**config.mk**
```make
export PLATFORM = sky130hd
export DESIGN_NAME = cpu_state_sequencer_flat
export DESIGN_NICKNAME = d
export VERILOG_FILES = /design/src/rtl/cpu_state_sequencer_if.sv /design/src/rtl/cpu_state_sequencer.sv /design/src/flat_wrapper.sv
export SDC_FILE = /design/constraint.sdc
export NUM_CORES = 1
export LEC_CHECK = 0
export CORE_MARGIN = 8
export CORE_UTILIZATION = 53
export CTS_BUF_LIST = sky130_fd_sc_hd__clkbuf_4 sky130_fd_sc_hd__clkbuf_8
export DETAILED_ROUTE_END_ITERATION = 16
export PLACE_DENSITY_LB_ADDON = 0.2
export RECOVER_POWER = 100
export SLEW_MARGIN = 25
export SYNTH_ARGS = -nofsm -noshare
export SYNTH_HDL_FRONTEND = slang
export SYNTH_SLANG_ARGS = --single-unit
```
**constraint.sdc**
```tcl
create_clock -name clk_i -period 1.88 [get_ports clk_i]
set_input_delay 0.282 -clock clk_i [delete_from_list [all_inputs] [get_ports clk_i]]
set_output_delay 0.282 -clock clk_i [all_outputs]
set_load 0.01 [all_outputs]
```
**src/rtl/cpu_state_sequencer_if.sv**
```systemverilog
// Bus between the multicycle state sequencer and the rest of the core.
// Suffixes (_i/_o) are named from the sequencer's point of view.
interface cpu_state_sequencer_if #(
  parameter int COUNT_W = 32
);
  logic               mem_access_i;
  logic               waitrequest_i;
  logic               halt_req_i;
  logic [1:0]         state_o;
  logic               active_o;
  logic               stall_o;
  logic               fault_o;
  logic               retire_o;
  logic [COUNT_W-1:0] instr_count_o;
  logic [COUNT_W-1:0] cycle_count_o;

  modport master (
    output mem_access_i, waitrequest_i, halt_req_i,
    input  state_o, active_o, stall_o, fault_o, retire_o,
           instr_count_o, cycle_count_o
  );

  modport slave (
    input  mem_access_i, waitrequest_i, halt_req_i,
    output state_o, active_o, stall_o, fault_o, retire_o,
           instr_count_o, cycle_count_o
  );
endinterface

```
**src/rtl/cpu_state_sequencer.sv**
```systemverilog
// Multicycle FETCH -> EXEC1 -> EXEC2 sequencer with memory-stall handling,
// halt, retired-instruction / active-cycle counters and a stall watchdog.
module cpu_state_sequencer #(
  parameter int COUNT_W     = 32,
  parameter int STALL_LIMIT = 1024
) (
  input  logic                  clk_i,
  input  logic                  rst_n_i,
  cpu_state_sequencer_if.slave  bus
);

  typedef enum logic [1:0] {
    FETCH  = 2'd0,
    EXEC1  = 2'd1,
    EXEC2  = 2'd2,
    HALTED = 2'd3
  } state_e;

  // The counter only has to reach STALL_LIMIT-1 before the watchdog fires.
  localparam int SC_W = (STALL_LIMIT > 1) ? $clog2(STALL_LIMIT) : 1;
  localparam logic [SC_W-1:0] SC_LAST = SC_W'((STALL_LIMIT > 0) ? STALL_LIMIT - 1 : 0);

  state_e             state_q, state_d;
  logic               fault_q, fault_d;
  logic [COUNT_W-1:0] instr_cnt_q, instr_cnt_d;
  logic [COUNT_W-1:0] cycle_cnt_q, cycle_cnt_d;
  logic [SC_W-1:0]    stall_cnt_q, stall_cnt_d;

  logic stall, retire, wd_fire, active;

  assign active  = (state_q != HALTED);
  assign stall   = bus.mem_access_i & bus.waitrequest_i & active;
  assign retire  = (state_q == EXEC2) & ~stall;
  assign wd_fire = (STALL_LIMIT != 0) && stall && (stall_cnt_q == SC_LAST);

  always_comb begin
    state_d     = state_q;
    fault_d     = fault_q;
    instr_cnt_d = instr_cnt_q;
    cycle_cnt_d = cycle_cnt_q;
    stall_cnt_d = stall_cnt_q;

    if (active) begin
      cycle_cnt_d = cycle_cnt_q + COUNT_W'(1);
      stall_cnt_d = stall ? stall_cnt_q + SC_W'(1) : '0;
      if (retire) instr_cnt_d = instr_cnt_q + COUNT_W'(1);
    end

    // Watchdog overrides whatever the sequence would have done this cycle.
    if (wd_fire) begin
      state_d = HALTED;
      fault_d = 1'b1;
    end else if (!stall) begin
      case (state_q)
        FETCH:   state_d = EXEC1;
        EXEC1:   state_d = EXEC2;
        EXEC2:   state_d = bus.halt_req_i ? HALTED : FETCH;
        HALTED:  state_d = HALTED;
        default: state_d = FETCH;
      endcase
    end
  end

  always_ff @(posedge clk_i or negedge rst_n_i) begin
    if (!rst_n_i) begin
      state_q     <= FETCH;
      fault_q     <= 1'b0;
      instr_cnt_q <= '0;
      cycle_cnt_q <= '0;
      stall_cnt_q <= '0;
    end else begin
      state_q     <= state_d;
      fault_q     <= fault_d;
      instr_cnt_q <= instr_cnt_d;
      cycle_cnt_q <= cycle_cnt_d;
      stall_cnt_q <= stall_cnt_d;
    end
  end

  assign bus.state_o       = state_q;
  assign bus.active_o      = active;
  assign bus.stall_o       = stall;
  assign bus.fault_o       = fault_q;
  assign bus.retire_o      = retire;
  assign bus.instr_count_o = instr_cnt_q;
  assign bus.cycle_count_o = cycle_cnt_q;

endmodule

```
**src/flat_wrapper.sv**
```systemverilog
// flat-port wrapper written by rule: the top's interface ports become plain ports
module cpu_state_sequencer_flat 
#(
  parameter int COUNT_W     = 32,
  parameter int STALL_LIMIT = 1024
)
  (clk_i, rst_n_i, bus_mem_access_i, bus_waitrequest_i, bus_halt_req_i, bus_state_o, bus_active_o, bus_stall_o, bus_fault_o, bus_retire_o, bus_instr_count_o, bus_cycle_count_o);
  cpu_state_sequencer_if #(.COUNT_W(COUNT_W)) bus_i ();
  input  logic clk_i;
  input  logic rst_n_i;
  input wire logic [$bits(bus_i.mem_access_i)-1:0] bus_mem_access_i;
  input wire logic [$bits(bus_i.waitrequest_i)-1:0] bus_waitrequest_i;
  input wire logic [$bits(bus_i.halt_req_i)-1:0] bus_halt_req_i;
  output wire logic [$bits(bus_i.state_o)-1:0] bus_state_o;
  output wire logic [$bits(bus_i.active_o)-1:0] bus_active_o;
  output wire logic [$bits(bus_i.stall_o)-1:0] bus_stall_o;
  output wire logic [$bits(bus_i.fault_o)-1:0] bus_fault_o;
  output wire logic [$bits(bus_i.retire_o)-1:0] bus_retire_o;
  output wire logic [$bits(bus_i.instr_count_o)-1:0] bus_instr_count_o;
  output wire logic [$bits(bus_i.cycle_count_o)-1:0] bus_cycle_count_o;
  assign bus_i.mem_access_i = bus_mem_access_i;
  assign bus_i.waitrequest_i = bus_waitrequest_i;
  assign bus_i.halt_req_i = bus_halt_req_i;
  assign bus_state_o = bus_i.state_o;
  assign bus_active_o = bus_i.active_o;
  assign bus_stall_o = bus_i.stall_o;
  assign bus_fault_o = bus_i.fault_o;
  assign bus_retire_o = bus_i.retire_o;
  assign bus_instr_count_o = bus_i.instr_count_o;
  assign bus_cycle_count_o = bus_i.cycle_count_o;
  cpu_state_sequencer #(.COUNT_W(COUNT_W), .STALL_LIMIT(STALL_LIMIT)) u_core (.clk_i(clk_i), .rst_n_i(rst_n_i), .bus(bus_i));
endmodule
```
== Word level (Yosys, flattened, before mapping) ==
Cells that the tools add are included.

* Register bits after elaboration: 77
* Latch bits: 0
* RAM bits: 0
* Bits in read-only memories: 0
* Output and inout bits: 70
* Memories: 0

* $add $sub $neg: 3
* $mul: 0
* Divide/modulo/power cells: 0
* Magnitude comparators: 0
* Equality and inequality tests: 6
* Shifts and indexed selects: 0
* Mux-type cells: 5
* Bitwise gates (word level): 4
* Reductions and logical operators: 3

{| class="wikitable"
|+ Operator list
! operator !! number
|-
| $add 32x1->32 const B || 2
|-
| $add 10x1->10 const B || 1
|-
| $eq 10x10->1 const B || 1
|-
| $mux 10 || 1
|-
| $pmux 2 s4 || 1
|-
| $mux 2 || 3
|-
| $eq 2x2->1 const B || 2
|-
| $ne 2x2->1 const B || 2
|-
| $and 1x1->1 || 3
|-
| $eq 2x1->1 const B || 1
|-
| $logic_not 2->1 || 1
|-
| $reduce_and 2->1 || 1
|-
| $logic_and 1x1->1 || 1
|-
| $not 1->1 || 1
|}

== Longest topological paths before layout ==
* Word-level depth: 5
* Mapped depth: 8
* Gate-level depth less buffers: 6

== Worst setup path before layout ==
No wires, ideal clock.

* Kind: reg2reg
* From: reg u_core.state_q[1] (netlist: u_core.bus.state_o[1])
* To: reg u_core.stall_cnt_q[7]
* Setup time: 0.069 ns
* Data arrival time: 1.563 ns
* Required time: 1.811 ns
* Setup slack: 0.248 ns
* Stages on the path, launching flop included: 8
* Path buffers: 2
* Cell sequence: dfrtp_1 buf_6 and2_4 buf_6 inv_6 nand3_4 or4_1 nand3_1

* Longest elaborated chain between the ends: 3

{| class="wikitable"
|+ Ends and longest elaborated chain
! what !! line !! text
|-
| start: declaration || cpu_state_sequencer.sv:23 || <nowiki>state_e state_q, state_d;</nowiki>
|-
| start signal: assignment || cpu_state_sequencer.sv:72 || <nowiki>state_q <= state_d;</nowiki>
|-
| $ne 2x2->1 * || cpu_state_sequencer.sv:31 || <nowiki>assign active = (state_q != HALTED);</nowiki>
|-
| via bus_active_o || flat_wrapper.sv:15 || <nowiki>output wire logic [$bits(bus_i.active_o)-1:0] bus_active_o;</nowiki>
|-
| $and 1x1->1 || cpu_state_sequencer.sv:32 || <nowiki>assign stall = bus.mem_access_i & bus.waitrequest_i & active;</nowiki>
|-
| $mux 10 || cpu_state_sequencer.sv:45 || <nowiki>stall_cnt_d = stall ? stall_cnt_q + SC_W'(1) : '0;</nowiki>
|-
| end signal: assignment || cpu_state_sequencer.sv:76 || <nowiki>stall_cnt_q <= stall_cnt_d;</nowiki>
|-
| end: declaration || cpu_state_sequencer.sv:27 || <nowiki>logic [SC_W-1:0] stall_cnt_q, stall_cnt_d;</nowiki>
|}

Mark *: on every way through the listed nets, which the timed path passes. The rest lies on a longest branch.
A chain may end at the register's enable or synchronous reset.

== Final worst setup path ==
* From: in bus_mem_access_i
* To: out bus_retire_o

* Longest elaborated chain between the ends: 4

{| class="wikitable"
|+ Ends and longest elaborated chain
! what !! line !! text
|-
| start: declaration || flat_wrapper.sv:11 || <nowiki>input wire logic [$bits(bus_i.mem_access_i)-1:0] bus_mem_access_i;</nowiki>
|-
| $and 1x1->1 (2 in series) || cpu_state_sequencer.sv:32 ||
|-
| $not 1->1 || cpu_state_sequencer.sv:33 || <nowiki>assign retire = (state_q == EXEC2) & ~stall;</nowiki>
|-
| $and 1x1->1 || cpu_state_sequencer.sv:33 ||
|-
| end: declaration || flat_wrapper.sv:18 || <nowiki>output wire logic [$bits(bus_i.retire_o)-1:0] bus_retire_o;</nowiki>
|}

Every way passes these cells.

==> impl_metrics.tcl <==
set metrics [dict create \
    cts_buffers 9 \
    clk_pin_slew_ns 0.08 \
    synth_top_area_frac 0.520 \
    power_mw 4.29 \
    h-tree-depth 3 \
    synthTopCellsByArea "dfrtp_1 (52%), xor2_1 (9.0%), xnor2_1 (5.7%), nor4_1 (4.1%), nand2_1 (3.9%)" \
    synth_ff_type "dfrtp_1" \
    final_core_util 0.717 \
    initial_core_util 0.545 \
    required_ns 1.60 \
    cts_tree "yes" \
    synth_seq_cells 77 \
    finalHoldViolCount 0 \
    hold_path_depth 1 \
    grt_pass1_vias 2947 \
    postSynthAreaPerCell_um2 10.8 \
    status "complete, no violations" \
    port_buffers 74 \
    postSynthCellCount 344 \
    pwr-share-comb 0.215 \
    rsz0062_at_grt "no" \
    leakagePower_nw 2.46 \
    synth_area_leader_cell "dfrtp_1" \
    num_rows 30 \
    cts.sinks 77 \
    synth_compound_area_frac 0.0520 \
    hp-start "u_core.bus.cycle_count_o[31]" \
    holdPathEnd "u_core.bus.cycle_count_o[31]" \
    grt_start_max_net_pins 43 \
    hold_class "reg2reg" \
    p_int_mw 3.03 \
    ir_worst_vdd_mv 0.645 \
    drv_cap 0 \
    min_period_ns 1.80 \
    die_h_um 99.6 \
    p_switching_mw 1.26 \
    slew_headroom 0.305 \
    syn_to_final_growth_pct 31.4 \
    synth_xor_xnor_area_share 0.147 \
    die_area_um2 9920 \
    ys_warn_count 0 \
    power_density_nw_per_um2 881 \
    rrSetupSlack_ns 0.15 \
    wl_mm 8.42 \
    path_class "in2out" \
    power.share.clock 0.327 \
    synth_top_family_by_area "simple AND/OR/NAND/NOR gates" \
    clkLatencyLatePin_ns 0.35 \
    synth-adder-area-share 0.0101 \
    worstSetupStartpoint "bus_mem_access_i" \
    timing.rr.start "u_core.bus.state_o[0]" \
    cp-start-kind "primary input" \
    endpoint_kind "output pin" \
    worst_pin_slew_ns 1.04 \
    r2r-end "u_core.bus.instr_count_o[28]" \
    crit_fanout 3 \
    drc 0 \
    drtIter0Drc 95 \
    period_share 0.958 \
    n_antenna_cell 0 \
    fin_nets 449 \
    synth-edff-count 0 \
    final_layout_size_suffix_gt1_frac 0.0874 \
    synth.area.mux_share 0.00304 \
    synthSimpleGateAreaFrac 0.244 \
    r2r_cells 6 \
    track_usage 0.175 \
    syn_nets 352 \
    antenna_left 0 \
    ios 75 \
    synthArstFlopShare 1.00 \
    core-area_um2 6790 \
    vias 2978 \
    grt-ovfl-total 0 \
    fillers 533 \
    dp_hpwl_mm 6.11 \
    finalClockSkew_ns 0.00684 \
    synth_cell_types 40 \
    wl_per_cell_um 15.5 \
    dr.pass1.iters 4 \
    grt_pass1_wl_mm 14.1 \
    cp_data_arrival_time_ns 1.52 \
    setup_viol 0 \
    syn_area_um2 3700 \
    yosysSeqAreaShare 0.520 \
    vias_per_cell 5.49 \
    max_freq_mhz 555 \
    cts_post_setup_buffers_inserted 0 \
    clk_path_buf_depth 2 \
    final_max_slew_viol_count 0 \
    seqPwrFrac 0.458 \
    swShare 0.294 \
    gp_congestion 0.826 \
    antenna_found_initial 0 \
    cts_root_buf "clkbuf_8" \
    die_w_um 99.6 \
]
logic make-up (layout without fill, tap and decap cells):
kind of cell / count (synthesis) / in the layout
compound gates: 26 / 26
xor+xnor: 62 / 62
fa+ha+maj: 3 / 3
buf+inv: 17 / 119
flops: 77 / 77
mux: 1 / 1
simple gates: 158 / 158
through the flow:
stage / instances / cell area, um^2 / setup TNS (ns) / hold slack, ns / setup slack (ns)
after CTS: 542 / 4890 / 0 / 0.480 / 0.0933
after global routing: 542 / 4870 / 0 / 0.481 / 0.0208
after floorplan: 344 / 3700 / 0 / -0.0136 / 0.248
final: 542 / 4870 / 0 / 0.469 / 0.0793
after detailed placement: 525 / 4660 / -1.83 / 0.297 / -0.125
after global placement: 525 / 4660 / -0.639 / 0.300 / -0.0626
worst max-delay path by stage:
| stage | end | slack (ns) | cells past startpoint |
|---|---|---|---|
| after floorplan | u_core.stall_cnt_q[7] | 0.25 | 7 |
| after global placement | u_core.bus.instr_count_o[24] | -0.06 | 6 |
| after detailed placement | u_core.bus.instr_count_o[28] | -0.12 | 6 |
| after CTS | bus_stall_o | 0.09 | 5 |
| after global routing | bus_state_o[1] | 0.02 | 2 |
| final | bus_retire_o | 0.08 | 5 |
layout by cell type, fill, tap and decap left out, types with 3 or more instances in the layout:
cell	count
and2_1	9
and3_1	15
and4_1	9
buf_4	9
clkbuf_1	5
clkbuf_8	10
clkdlybuf4s50_1	3
dfrtp_1	77
dlygate4sd2_1	3
dlygate4sd3_1	68
ha_1	3
inv_1	9
nand2_1	38
nand3_1	18
nand4_1	18
nor2_1	9
nor3_1	10
nor4_1	24
o21ai_0	9
o31ai_1	3
xnor2_1	24
xor2_1	38
synthesized netlist by cell type (2+ instances only):
library cell	n
xor2_1	38
dfrtp_1	77
nand4_1	18
or4_1	2
buf_2	2
and4_1	9
and2_1	9
buf_6	2
a22o_1	2
nor2_1	9
ha_1	3
xnor2_1	24
and3_1	15
inv_1	9
o31ai_1	3
nor4_1	24
nand4_2	2
nor3_1	10
o31a_1	2
nand2_1	38
o21ai_0	9
o2111ai_1	2
nand3_1	18
sequential cells by signal, indices dropped and copies added (netlist names):
register,flops
u_core.bus.fault_o,1
u_core.bus.cycle_count_o,32
u_core.bus.instr_count_o,32
u_core.stall_cnt_q,10
u_core.bus.state_o,2
worst max-delay path, cell delays in order:
cell and delay [ns]:
dlygate4sd3_1 0.61, a21oi_4 0.20, nand2_1 0.10, inv_1 0.06
dlygate4sd2_1 0.27
power by group through the flow:
stage               sequential (mW)  clock (mW)  combinational (mW)
finish                         1.97        1.40               0.921
CTS                            1.97        1.42               0.989
global route                   1.99        1.49                1.02
detailed placement             2.00           0                1.00
global placement               1.99           0               0.970
floorplan                      2.03           0               0.463
layer usage:
| layer | GRT usage | up-vias | part of all wire |
|---|---|---|---|
| met2 | 0.275 | 81 | 0.47 |
| met1 | 0.220 | 1457 | 0.46 |
| met5 | 0 | - | 0 |
| met4 | 0.0722 | 0 | 0.016 |
| met3 | 0.0510 | 12 | 0.057 |
| li1 | - | 1428 | - |
cell type report:
type                       count  area, um^2  share of cell area
clock buffer                  10         138              0.0283
clock inverter                 6        86.3              0.0177
inverter                      10        42.5             0.00874
multi-input combinational    250        1690               0.347
sequential                    77        1930               0.396
tap                           96         120              0.0247
timing repair buffer          93         868               0.178
what timing repair did:
action                                  CTS  global route
endpoints found under the setup margin    3             1
pin swaps                                 0             0
hold buffers                              1             0
hold endpoints to repair                 40             0
resized for setup                         3             1
Note: power is estimated with default switching activity, not from simulation.
